==> src/rtl/qam_modulator_pkg.sv <==
// ---------------------------------------------------------------------------
// qam_pkg
// Shared constants, sample types and the sine-table builder for the 4-QAM
// modulator.
//   DW              : sample width (8 bits, offset binary)
//   MIDSCALE        : offset-binary zero level (128)
//   AMP             : carrier amplitude around midscale (127)
//   sample_t        : 8-bit unsigned sample
//   signed_sample_t : 9-bit signed sample, wide enough for (sample - 128)
//   build_sin_entry : elaboration-time constant function returning
//                     128 + round(127*sin(2*pi*k/n))
// ---------------------------------------------------------------------------
package qam_pkg;

    localparam int DW       = 8;
    localparam int MIDSCALE = 128;
    localparam int AMP      = 127;

    typedef logic [DW-1:0]        sample_t;
    typedef logic signed [DW:0]   signed_sample_t;

    // round(pi/2 * 2^30); the table builder works in Q30 fixed point so it
    // needs no real arithmetic.
    localparam longint PI_2_Q30 = 64'sd1686629713;

    // 127*sin(pi/2 * r/qlen), rounded to nearest, for 0 <= r <= qlen.
    // Eight Taylor terms keep the error far below the rounding margin.
    function automatic int quarter_sine(input int r, input int qlen);
        longint x;
        longint x2;
        longint term;
        longint acc;
        x    = (longint'(r) * PI_2_Q30) / longint'(qlen);
        x2   = (x * x) >>> 30;
        term = x;
        acc  = x;
        for (int i = 1; i < 8; i++) begin
            term = -((term * x2) >>> 30) / longint'((2 * i) * (2 * i + 1));
            acc  = acc + term;
        end
        return int'((acc * longint'(AMP) + (longint'(1) <<< 29)) >>> 30);
    endfunction

    // One full-period table entry, folded from the first quadrant so the
    // table is exactly odd/even symmetric.
    function automatic sample_t build_sin_entry(input int k, input int n);
        int qlen;
        int quad;
        int r;
        int v;
        qlen = n / 4;
        quad = k / qlen;
        r    = k % qlen;
        case (quad)
            0:       v =  quarter_sine(r, qlen);
            1:       v =  quarter_sine(qlen - r, qlen);
            2:       v = -quarter_sine(r, qlen);
            default: v = -quarter_sine(qlen - r, qlen);
        endcase
        return sample_t'(MIDSCALE + v);
    endfunction

endpackage

==> src/rtl/qam_modulator_if.sv <==
// ---------------------------------------------------------------------------
// qam_modulator_if
// Symbol input and sample outputs of the 4-QAM modulator.
//   data_in        : 2-bit symbol, bit1 selects I sign, bit0 selects Q sign
//   data_modulated : modulated sample, offset binary
//   sin_out        : carrier sine sample, offset binary
//   cos_out        : carrier cosine sample, offset binary
//   clk_out        : high during the first half of each carrier period
// master drives the symbol, slave (the modulator) drives the samples.
// ---------------------------------------------------------------------------
interface qam_modulator_if;
    import qam_pkg::*;

    logic [1:0] data_in;
    sample_t    data_modulated;
    sample_t    sin_out;
    sample_t    cos_out;
    logic       clk_out;

    modport master (
        output data_in,
        input  data_modulated,
        input  sin_out,
        input  cos_out,
        input  clk_out
    );

    modport slave (
        input  data_in,
        output data_modulated,
        output sin_out,
        output cos_out,
        output clk_out
    );

endinterface

==> src/rtl/qam_sin_rom.sv <==
// ---------------------------------------------------------------------------
// qam_sin_rom
// Combinational quadrature carrier ROM.
//   p       : phase index 0..LUT_DEPTH-1
//   sin_val : SIN[p] = 128 + round(127*sin(2*pi*p/N))
//   cos_val : COS[p] = SIN[(p + N/4) mod N]
// ---------------------------------------------------------------------------
module qam_sin_rom
    import qam_pkg::*;
#(
    parameter int LUT_DEPTH = 64
) (
    input  logic [$clog2(LUT_DEPTH)-1:0] p,
    output sample_t                      sin_val,
    output sample_t                      cos_val
);

    localparam int AW = $clog2(LUT_DEPTH);

    sample_t        sin_table [LUT_DEPTH];
    logic [AW-1:0]  cos_idx;

    // Every entry is an elaboration-time constant.
    for (genvar k = 0; k < LUT_DEPTH; k++) begin : g_rom
        localparam sample_t ENTRY = build_sin_entry(k, LUT_DEPTH);
        assign sin_table[k] = ENTRY;
    end

    // Cosine is the sine a quarter period ahead; the AW-bit add wraps mod N.
    assign cos_idx = p + AW'(LUT_DEPTH / 4);
    assign sin_val = sin_table[p];
    assign cos_val = sin_table[cos_idx];

endmodule

==> src/rtl/qam_modulator.sv <==
// ---------------------------------------------------------------------------
// qam_modulator
// 4-QAM (QPSK) modulator: mixes a latched 2-bit symbol onto a quadrature
// carrier read from qam_sin_rom and registers all outputs.
//   clk : system clock, rising edge
//   rst : synchronous, active-low reset
//   bus : qam_modulator_if.slave (data_in in; data_modulated, sin_out,
//         cos_out, clk_out out)
// Outputs update once per sample tick (every CLK_DIV clocks) and lag the
// phase counter by one tick.
// ---------------------------------------------------------------------------
module qam_modulator
    import qam_pkg::*;
#(
    parameter int LUT_DEPTH = 64,
    parameter int CLK_DIV   = 1,
    parameter int DW        = qam_pkg::DW
) (
    input  logic            clk,
    input  logic            rst,
    qam_modulator_if.slave  bus
);

    localparam int AW    = $clog2(LUT_DEPTH);
    localparam int CNT_W = (CLK_DIV > 1) ? $clog2(CLK_DIV) : 1;

    logic [CNT_W-1:0] div_q,     div_d;
    logic [AW-1:0]    phase_q,   phase_d;
    logic [1:0]       sym_q,     sym_d;
    logic [DW-1:0]    sin_q,     sin_d;
    logic [DW-1:0]    cos_q,     cos_d;
    logic [DW-1:0]    mod_q,     mod_d;
    logic             clk_out_q, clk_out_d;

    logic             tick;
    sample_t          rom_sin;
    sample_t          rom_cos;
    logic [1:0]       sym_now;
    signed_sample_t   c_centred;
    signed_sample_t   s_centred;
    logic signed [9:0] i_term;
    logic signed [9:0] q_term;
    logic signed [9:0] mix_sum;
    logic signed [9:0] mix_half;

    qam_sin_rom #(
        .LUT_DEPTH (LUT_DEPTH)
    ) u_rom (
        .p       (phase_q),
        .sin_val (rom_sin),
        .cos_val (rom_cos)
    );

    // Divider, symbol selection, mixer and next-state for all registers.
    always_comb begin
        tick = (div_q == CNT_W'(CLK_DIV - 1));
        div_d = tick ? '0 : div_q + 1'b1;

        // A fresh symbol is taken at p==0 and applies to that sample itself.
        sym_now = (phase_q == '0) ? bus.data_in : sym_q;

        c_centred = signed_sample_t'({1'b0, rom_cos}) - signed_sample_t'(MIDSCALE);
        s_centred = signed_sample_t'({1'b0, rom_sin}) - signed_sample_t'(MIDSCALE);

        i_term = 10'(c_centred);
        if (!sym_now[1]) begin
            i_term = -i_term;
        end
        q_term = 10'(s_centred);
        if (!sym_now[0]) begin
            q_term = -q_term;
        end

        // |sum| <= ~180 fits 10 bits; the halved result stays within 38..218.
        mix_sum  = i_term + q_term;
        mix_half = mix_sum >>> 1;

        phase_d   = phase_q;
        sym_d     = sym_q;
        sin_d     = sin_q;
        cos_d     = cos_q;
        mod_d     = mod_q;
        clk_out_d = clk_out_q;

        if (tick) begin
            phase_d   = phase_q + 1'b1;
            sym_d     = sym_now;
            sin_d     = rom_sin;
            cos_d     = rom_cos;
            mod_d     = DW'(mix_half + 10'sd128);
            clk_out_d = ~phase_q[AW-1];
        end
    end

    // State and output registers with synchronous active-low reset.
    always_ff @(posedge clk) begin
        if (!rst) begin
            div_q     <= '0;
            phase_q   <= '0;
            sym_q     <= '0;
            sin_q     <= DW'(MIDSCALE);
            cos_q     <= DW'(MIDSCALE);
            mod_q     <= DW'(MIDSCALE);
            clk_out_q <= 1'b0;
        end else begin
            div_q     <= div_d;
            phase_q   <= phase_d;
            sym_q     <= sym_d;
            sin_q     <= sin_d;
            cos_q     <= cos_d;
            mod_q     <= mod_d;
            clk_out_q <= clk_out_d;
        end
    end

    assign bus.sin_out        = sin_q;
    assign bus.cos_out        = cos_q;
    assign bus.data_modulated = mod_q;
    assign bus.clk_out        = clk_out_q;

endmodule

==> src/flat_wrapper.sv <==
// flat-port wrapper written by rule: the top's interface ports become plain ports
module qam_modulator_flat import qam_pkg::*;
#(
    parameter int LUT_DEPTH = 64,
    parameter int CLK_DIV   = 1,
    parameter int DW        = qam_pkg::DW
)
  (clk, rst, bus_data_in, bus_data_modulated, bus_sin_out, bus_cos_out, bus_clk_out);
  qam_modulator_if bus_i ();
  input  logic clk;
  input  logic rst;
  input wire logic [$bits(bus_i.data_in)-1:0] bus_data_in;
  output wire logic [$bits(bus_i.data_modulated)-1:0] bus_data_modulated;
  output wire logic [$bits(bus_i.sin_out)-1:0] bus_sin_out;
  output wire logic [$bits(bus_i.cos_out)-1:0] bus_cos_out;
  output wire logic [$bits(bus_i.clk_out)-1:0] bus_clk_out;
  assign bus_i.data_in = bus_data_in;
  assign bus_data_modulated = bus_i.data_modulated;
  assign bus_sin_out = bus_i.sin_out;
  assign bus_cos_out = bus_i.cos_out;
  assign bus_clk_out = bus_i.clk_out;
  qam_modulator #(.LUT_DEPTH(LUT_DEPTH), .CLK_DIV(CLK_DIV), .DW(DW)) u_core (.clk(clk), .rst(rst), .bus(bus_i));
endmodule
==> config.mk <==
export PLATFORM = sky130hd
export DESIGN_NAME = qam_modulator_flat
export DESIGN_NICKNAME = d
export VERILOG_FILES = /design/src/rtl/qam_modulator_pkg.sv /design/src/rtl/qam_modulator_if.sv /design/src/rtl/qam_sin_rom.sv /design/src/rtl/qam_modulator.sv /design/src/flat_wrapper.sv
export SDC_FILE = /design/constraint.sdc
export NUM_CORES = 1
export LEC_CHECK = 0
export ABC_CLOCK_PERIOD_IN_PS = 5000
export BUFFER_PORTS_ARGS = -buffer_cell sky130_fd_sc_hd__buf_2
export CAP_MARGIN = 15
export CORE_ASPECT_RATIO = 1.75
export CORE_MARGIN = 4
export CORE_UTILIZATION = 55
export DETAILED_ROUTE_END_ITERATION = 7
export PLACE_DENSITY_LB_ADDON = 0.15
export SLEW_MARGIN = 20
export SYNTH_ARGS = -nofsm -noshare
export SYNTH_HDL_FRONTEND = slang
export SYNTH_SLANG_ARGS = --single-unit
==> constraint.sdc <==
create_clock -name clk -period 5 [get_ports clk]
set_input_delay 0.5 -clock clk [delete_from_list [all_inputs] [get_ports clk]]
set_output_delay 0.5 -clock clk [all_outputs]
set_load 0.02 [all_outputs]
=== After elaboration in Yosys (flattened, before gate mapping) ===
Memories as Yosys holds them, arrays and structs flattened.
Index checks and enable logic that the tools add are counted.

* Output and inout port bits: 25
* Latch bits: 0
* RAM bits: 0
* Memories: 2
* Bits in read-only memories: 1,024
* Word-level logic and storage cells: 32
* Flip-flop bits (word level): 34

* Div/mod/pow operators: 0
* Mux-type cells: 7
* $add $sub $neg: 9
* $lt $le $gt $ge: 2
* Reduce and logical (&&, ||, !) cells: 2
* Bitwise operators: 3
* Multiply operators: 0
* Shift operators: 0
* Equality and inequality tests: 0

{| class="wikitable"
|+ Memories
! memory !! depth !! bits a word !! rd ports !! clocked after memory_dff !! wr ports !! line !! text
|-
| (name not given) || 64 || 8 || 1 || 0 || 0 || qam_sin_rom.sv:32 || <nowiki>assign cos_val = sin_table[cos_idx];</nowiki>
|-
| (name not given) || 64 || 8 || 1 || 0 || 0 || qam_sin_rom.sv:31 || <nowiki>assign sin_val = sin_table[p];</nowiki>
|}

{| class="wikitable"
|+ Operators by type and width
! operator !! number
|-
| two-way mux 8 bit || 4
|-
| two-way mux 9 bit || 2
|-
| negation 9 bit || 2
|-
| subtractor 8 x 8 -> 9 bit, second input constant || 2
|-
| >= comparator 7 bit, second input constant || 2
|-
| NOT 6 -> 7 bit || 2
|-
| adder 9 bit || 1
|-
| adder 8 bit, second input constant || 1
|-
| adder 6 x 1 -> 6 bit, second input constant || 1
|-
| adder 6 x 5 -> 6 bit, second input constant || 1
|-
| zero test 6 bit || 1
|-
| two-way mux 2 bit || 1
|-
| AND reduction 2 bit || 1
|-
| adder 1 bit, second input constant || 1
|-
| NOT 1 bit || 1
|}

=== Logic depth before layout (Yosys ltp) ===
Gate-level depths: netlist (run 1).

* Word-level depth: 10
* Depth in mapped cells: 20

=== Hierarchy ===
Synthesis (run 1) repeated with hierarchy kept, for this count alone.

* Cells, all modules: 378
* Area, all modules: 3,103.0 um^2

{| class="wikitable"
|+ By module, submodules not included
! module !! seq. area each (um^2) !! area an instance (um^2) !! cells each !! instances
|-
| qam_modulator || 680.7 || 1,974.4 || 221 || 1
|-
| qam_sin_rom || 0.0 || 1,128.6 || 157 || 1
|}

=== Worst setup path after synthesis (run 1) ===
OpenSTA, ideal clock, no wires.

* Path kind: reg2reg
* Start point: reg u_core.phase_q[0]
* End point: reg u_core.mod_q[7] (netlist: u_core.bus.data_modulated[7])
* Library setup time: 135 ps
* Cell stages (with the launch flop): 20
* Data required time: 4,865 ps
* Period minus slack after synthesis: 4,388 ps
* Path slack: 612 ps
* Arrival time: 4,253 ps
* Path through: dfxtp_1 > buf_2 > inv_1 > ha_1 > buf_4 > inv_2 > mux4_2 > mux4_2 > ha_1 > inv_1 > mux2i_1 > fa_1 > a21o_1 > a21o_1 > a21o_1 > a21oi_1 > o21ai_0 > xnor2_1 > xnor2_1 > o211ai_2

* Word-level cells in the longest chain between the ends: 10
* Elaborated cells on any way between the ends: 19

{| class="wikitable"
|+ Ends and longest elaborated chain
! what !! line !! text
|-
| from (decl) || qam_modulator.sv:28 || <nowiki>logic [AW-1:0] phase_q, phase_d;</nowiki>
|-
| from (signal assigned) || qam_modulator.sv:107 || <nowiki>phase_q <= phase_d;</nowiki>
|-
| adder 6 x 5 -> 6 bit || qam_sin_rom.sv:30 || <nowiki>assign cos_idx = p + AW'(LUT_DEPTH / 4);</nowiki>
|-
| NOT 6 -> 7 bit (implied by the code) || qam_sin_rom.sv:32 ||
|-
| memory read (64 x 8 bit) || n/a ||
|-
| two-way mux 8 bit (implied by the code) (2 in series) || qam_sin_rom.sv:32 ||
|-
| subtractor 8 x 8 -> 9 bit || qam_modulator.sv:62 || <nowiki>c_centred = signed_sample_t'({1'b0, rom_cos}) - signed_sample_t'(MIDSCALE);</nowiki>
|-
| negation 9 bit || qam_modulator.sv:67 || <nowiki>i_term = -i_term;</nowiki>
|-
| two-way mux 9 bit || qam_modulator.sv:66 || <nowiki>if (!sym_now[1]) begin</nowiki>
|-
| adder 9 bit (*) || qam_modulator.sv:75 || <nowiki>mix_sum = i_term + q_term;</nowiki>
|-
| adder 8 bit (*) || qam_modulator.sv:90 || <nowiki>mod_d = DW'(mix_half + 10'sd128);</nowiki>
|-
| to (signal assigned) || qam_modulator.sv:103 || <nowiki>mod_q <= DW'(MIDSCALE);</nowiki>
|-
| to (signal assigned) || qam_modulator.sv:111 || <nowiki>mod_q <= mod_d;</nowiki>
|-
| to (decl) || qam_modulator.sv:32 || <nowiki>logic [DW-1:0] mod_q, mod_d;</nowiki>
|}

Every way passes the cells marked *; elsewhere a longest branch is shown, timed or not. The select of a mux whose other input is x is not followed.
A chain may end at the register's enable or synchronous reset.

=== Worst setup path after layout (run 1) ===
Ends and elaborated chain as after synthesis.

==> out/summary.txt, run 1 <==
H-tree depth - 2
Placed instance count - 478
PD cells - 284 nW/um^2
Hold depth - 2
Status - finished, final reports clean
Largest net degree at the start of global routing - 57
Clk root buf - clkbuf_8
Worst-Margin Slew - 0.599 ns
Yosys reg bits - 34
RSZ-0062 raised after global routing - no
# rows - 36
Max Root-Sink Buffers - 2
Clk_lat worst skew - 0.29 ns
Worst-path clk slew - 0.07 ns
Post-synth EDFFs - 0
Synth Instances - 389
Via count - 2849
Reg-to-Reg Start - u_core.phase_q[0]
Slew HR - 0.600
Worst r2r path cells - 18
Drt wl/cell - 17.4 um
Setup tns final - 0 ns
Worst-path maximum fanout - 7
Synth top area share - 0.212
DIE AREA - 7190 sq um
Core area - 5630 sq um
Crit path required time - 5.16 ns
DP Wirelength - 6730 um
Cts bufs inserted - 5
Placer Congestion - 1.02
R2R Path End - u_core.bus.data_modulated[7]
Asr flop ratio synth - 0
Sink Count - 34
Yosys top cell by area - dfxtp_1
CTS tree - done
Max-cap viol count - 0
First-pass GRT wire length - 13800 um
Fmax - 0.224 GHz
Distinct cells, synth - 68
Routed WL - 8460 um
Minimum clock period after layout - 4.46 ns
Layout Cells excl Fill - 486
Port bufs - 28
Startpoint types - register
Worst vdd ir - 0.000142 V
Drt pass-1 iters - 4
Antenna violations before repair - 0
Data arrival, critical path - 4.62 ns
Final Setup Violations - 0
Critical Path End Type - register
Gr usage total - 0.253
Vias in the first global route - 2849
Hold-fix buffers, CTS - 0
CP max stage cell - mux4_2
Hold EP - u_core.bus.data_modulated[2]
Syn Nets - 412
Crit path top cell by count - a21o_1
Syn Std Cell Area - 3220 sq um
Worst path cell trace - inv_1 > ha_1 > nor2b_1 > nand3b_1 > o21ai_0 > mux4_2 > ha_1 > inv_1 > mux2i_1 > fa_1 > a21o_1 > a21o_1 > a21o_1 > a21oi_1 > o21ai_0 > xnor2_1 > xnor2_1 > o211ai_2
Critical path class - reg2reg
Post-Place Worst Slack - 0.605 ns
Clock Skew - 0.00789 ns
Tcrit/Tclk final - 0.892
Setup ws final - 0.540 ns
ANT cells - 0
Register area share after synthesis - 0.212
Ys flop type - dfxtp_1
Layout cells sized above 1 - 0.195
Initial Util - 0.572
Pins Over Slew Limit - 0
Slowest stage delay, CP - 0.55 ns
Post-CTS Repair Setup Buffers - 0
Ports - 29
Number of DRC markers in iteration 0 - 140
DRC viols - 0
Syn-to-layout area delta - 8.32%
Die W - 65.8 um
Synth area leaders - dfxtp_1 21%, mux4_2 7.7%, ha_1 7.0%, o21ai_0 5.4%, and2_1 5.1%
Flop2flop setup slack - 0.54 ns
Drt via density - 5.86
HP Start - u_core.bus.data_modulated[2]
Avg Inst Size Synth - 8.27 sq um
Post-DRT Antenna Nets - 0
Final hold vios - 0
Global route total overflow - 0
Leak pwr - 1.49 nW
Die height - 109 um
Synth Warn # - 0
Hold/Removal Path Class - reg2reg
Final net count - 432
Cts repair resizes - 0
[per-stage QoR]
step	hold WS [ns]	total power, mW	utilization	area, sq um
detailed placement	0.469	0.784	0.603	3390
finish	0.476	0.991	0.619	3490
global placement	0.447	0.775	0.603	3390
floorplan	0.540	0.674	-	3220
CTS	0.480	1.00	0.619	3490
global route	0.503	1.06	0.619	3490
[where the power goes]
| part | total (mW) | switching [mW] | internal, mW |
|---|---|---|---|
| Clock | 0.214 | 0.103 | 0.111 |
| Combinational | 0.464 | 0.268 | 0.196 |
| Sequential | 0.313 | 0.0141 | 0.299 |
| Total | 0.991 | 0.385 | 0.606 |
[area by class of cell]
| cell class | instances | area (sq um) |
|---|---|---|
| clock buffer | 7 | 86.3 |
| clock inverter | 1 | 5.00 |
| fill | 524 | 2140 |
| inverter | 15 | 56.3 |
| multi-input combinational | 311 | 2320 |
| sequential | 34 | 682 |
| tap | 76 | 95.1 |
| timing repair buffer | 42 | 245 |
[synthesized netlist by cell type, types with 4 or more instances]
library cell	instances
xnor2_1	17
inv_1	12
o21ai_0	35
and2_1	26
a21oi_1	17
dfxtp_1	34
buf_2	6
o21ai_1	5
and3_1	5
buf_1	4
nor2b_1	12
a21o_1	5
nor2_1	23
or3_1	4
mux4_2	11
nand2_1	42
nand2b_1	4
buf_6	5
xor2_1	7
clkbuf_1	11
nand3_1	6
ha_1	18
mux2i_1	12
[registers in the layout, indices dropped and copies added (netlist names)]
register / cells
u_core.bus.cos_out: 8
u_core.bus.data_modulated: 8
u_core.bus.sin_out: 8
u_core.phase_q: 6
u_core.sym_q: 2
u_core.bus.clk_out: 1
u_core.div_q: 1
[cell usage in the layout, fill, tap and decap left out, types with 7 or more instances in the layout]
cell type,netlist,layout
mux4_2,11,11
nand2_1,42,42
xnor2_1,17,17
ha_1,18,18
a21oi_1,17,17
buf_4,3,14
mux2i_1,12,12
dfxtp_1,34,33
buf_2,6,28
nor2b_1,12,12
o21ai_0,35,35
xor2_1,7,7
inv_1,12,12
nor2_1,23,23
and2_1,26,26
[worst max path at each step]
stage / start / end
final: u_core.phase_q[0] / u_core.bus.data_modulated[7]
after global routing: u_core.phase_q[1] / u_core.bus.data_modulated[7]
after CTS: u_core.phase_q[1] / u_core.bus.data_modulated[7]
after detailed placement: u_core.phase_q[1] / u_core.bus.data_modulated[7]
after global placement: u_core.phase_q[1] / u_core.bus.data_modulated[7]
after floorplan: u_core.phase_q[0] / u_core.bus.data_modulated[7]
[layer usage]
layer,GRT usage,wire (um)
met3,0.0320,213
met2,0.469,4660
met5,0,0
met1,0.250,3060
met4,0.180,520
[logic make-up (layout without fill, tap and decap cells)]
kind of cell	count (synthesis)	in the layout	share of synthesized area
AOI/OAI and AO/OA	98	98	0.208
xor gates and xnor gates	24	24	0.0653
adders and majority gates	19	19	0.0762
buffers and inverters	44	65	0.0688
DFF	34	34	0.212
muxes	30	30	0.140
other	1	1	0.00117
and+or+nand+nor	139	139	0.229
[worst max-delay path: cells and delay by family (launching register included)]
family,cells,cell delay [ns]
buffers and inverters,2,0.19
flip-flops,1,0.31
multiplexers,2,0.66
AND/OR/NAND/NOR,2,0.51
AO/OA/AOI/OAI,7,1.15
XOR/XNOR,2,0.35
adder cells (fa/ha/maj),3,1.14
Note: power is estimated with default switching activity, not from simulation.
==> run 2, diff against run 1 <==
Settings changed: ABC_CLOCK_PERIOD_IN_PS 5000 to 4500.
Clock period 5 ns to 4.5 ns, I/O delays scaled along.
==> out/summary.txt, run 2 (same netlist as run 1, synthesis figures left out) <==
HP Start - u_core.bus.data_modulated[2] (unchanged)
ANT cells - 0 (unchanged)
Fill cell count - 540 (was 524)
Worst-Margin Slew - 0.580 ns (was 0.599 ns)
Most frequent cells in the layout - 42 x nand2_1, 35 x o21ai_0, 32 x dfxtp_1, 28 x buf_2, 26 x and2_1 (was 42 x nand2_1, 35 x o21ai_0, 33 x dfxtp_1, 28 x buf_2, 26 x and2_1)
Worst-path maximum fanout - 5 (was 7)
First-pass GRT wire length - 13700 um (was 13800 um)
Status - finished, final reports clean (unchanged)
Slew HR - 0.613 (was 0.600)
Global-route layer with the greatest usage - met2 (unchanged)
Global routing usage on met3 - 0.0381 (was 0.0320)
Post-DRT Antenna Nets - 0 (unchanged)
Die height - 109 um (unchanged)
Hold-fix buffers, CTS - 0 (unchanged)
Largest net degree at the start of global routing - 57 (unchanged)
H-tree depth - 2 (unchanged)
Final net count - 440 (was 432)
Tcrit/Tclk final - 0.941 (was 0.892)
Syn-to-layout area delta - 10.3% (was 8.32%)
Placer Congestion - 0.929 (was 1.02)
Minimum clock period after layout - 4.23 ns (was 4.46 ns)
Hold depth - 2 (unchanged)
DIE AREA - 7190 sq um (unchanged)
Hold/Removal Path Class - reg2reg (unchanged)
Cts repair resizes - 0 (unchanged)
PD cells - 312 nW/um^2 (was 284 nW/um^2)
Startpoint types - register (unchanged)
Worst vdd ir - 0.000166 V (was 0.000142 V)
Commonest non-fill, non-tap cell in the layout - nand2_1 (unchanged)
Pins Over Slew Limit - 0 (unchanged)
Leak pwr - 1.53 nW (was 1.49 nW)
Cts bufs inserted - 5 (unchanged)
Ports - 29 (unchanged)
Global route total overflow - 0 (unchanged)
Worst-path clk slew - 0.07 ns (about the same)
Met1 usage - 0.252 (was 0.250)
Max Root-Sink Buffers - 2 (unchanged)
Post-CTS Repair Setup Buffers - 0 (unchanged)
Vias in the first global route - 2820 (was 2849)
Layout cells sized above 1 - 0.215 (was 0.195)
# rows - 36 (unchanged)
Port bufs - 28 (unchanged)
Drt pass-1 iters - 5 (was 4)
Clock Skew - 0.00612 ns (was 0.00789 ns)
Sink Count - 34 (unchanged)
Drt wl/cell - 16.8 um (was 17.4 um)
Fmax - 0.236 GHz (was 0.224 GHz)
Clk_lat worst skew - 0.30 ns (was 0.29 ns)
Routed WL - 8280 um (was 8460 um)
Reg-to-Reg Start - u_core.phase_q[0] (unchanged)
Post-layout util - 0.631 (was 0.619)
DP Wirelength - 6580 um (was 6730 um)
Worst setup path start - u_core.phase_q[0] (unchanged)
Die W - 65.8 um (unchanged)
Initial Util - 0.572 (unchanged)
Core area - 5630 sq um (unchanged)
CTS tree - done (unchanged)
Worst r2r path cells - 18 (unchanged)
Clk root buf - clkbuf_8 (unchanged)
Data arrival, critical path - 4.39 ns (was 4.62 ns)
Via count - 2864 (was 2849)
Setup tns final - 0 ns (unchanged)
Final hold vios - 0 (unchanged)
Gr usage total - 0.253 (about the same)
Crit path required time - 4.66 ns (was 5.16 ns)
Max-cap viol count - 0 (unchanged)
Critical path class - reg2reg (unchanged)
DRC viols - 0 (unchanged)
Final Setup Violations - 0 (unchanged)
Antenna violations before repair - 0 (unchanged)
Drt via density - 5.80 (was 5.86)
Critical Path End Type - register (unchanged)
RSZ-0062 raised after global routing - no (unchanged)
GR Util met2 - 0.469 (unchanged)
Number of DRC markers in iteration 0 - 131 (was 140)
run 2: cell types whose count changed in the layout (fill, tap and decap cells not counted), sizes merged:
| cell | change |
|---|---|
| buf | +8 |
run 2: metrics by stage:
| step | total power [mW] | std cells | worst slack, ns | instance area [sq um] | hold slack [ns] |
|---|---|---|---|---|---|
| 4_1_cts | 1.12 | 494 | 0.126 | 3550 | 0.458 |
| 2_1_floorplan | 0.749 | 389 | 0.112 | 3220 | 0.540 |
| 3_3_place_gp | 0.864 | 486 | 0.238 | 3450 | 0.447 |
| 6_report | 1.11 | 494 | 0.267 | 3550 | 0.454 |
| 3_5_place_dp | 0.874 | 486 | 0.141 | 3450 | 0.449 |
| 5_1_grt | 1.18 | 494 | 0.00806 | 3550 | 0.499 |
run 2: critical path, cell delays in order, from the launching register on:
cell      delay (ns)
dfxtp_1         0.35
inv_1           0.10
ha_1            0.33
inv_2           0.04
mux4_2          0.45
a22o_1          0.23
or2_2           0.32
ha_1            0.28
nor2_1          0.11
a21oi_1         0.08
fa_1            0.45
a21o_1          0.21
a21o_1          0.20
a21o_1          0.19
a21oi_2         0.17
o21ai_0         0.14
xnor2_1         0.16
xnor2_1         0.19
o211ai_2        0.08
run 2: cell type report:
type | instances | area (sq um) | area share
clock buffers | 7 | 86.3 | 0.0243
clock inverters | 1 | 5.00 | 0.00141
inverters | 15 | 56.3 | 0.0159
multi-input cells | 311 | 2320 | 0.653
flip-flops and latches | 34 | 683 | 0.192
well taps | 76 | 95.1 | 0.0268
repair buffers | 50 | 305 | 0.0860
run 2: final timing paths:
check,to,slack [ns]
setup / recovery,u_core.bus.data_modulated[7],0.27
hold / removal,u_core.bus.data_modulated[2],0.45
setup reg to reg,u_core.bus.data_modulated[7],0.27
hold reg to reg,u_core.bus.data_modulated[2],0.45
run 2: where the power goes:
group | switching [mW] | leakage, nW | total [mW] | internal (mW)
combinational | 0.296 | 1.20 | 0.521 | 0.225
clock | 0.118 | 0.0482 | 0.241 | 0.123
sequential | 0.0156 | 0.280 | 0.348 | 0.332
total | 0.429 | 1.53 | 1.11 | 0.680
run 2: per-layer routing:
layer	part of all wire	wire length, um	vias up
met5	0	0	-
met4	0.060	498	0
met3	0.030	251	30
met2	0.55	4570	82
met1	0.36	2960	1336
li1	-	-	1416
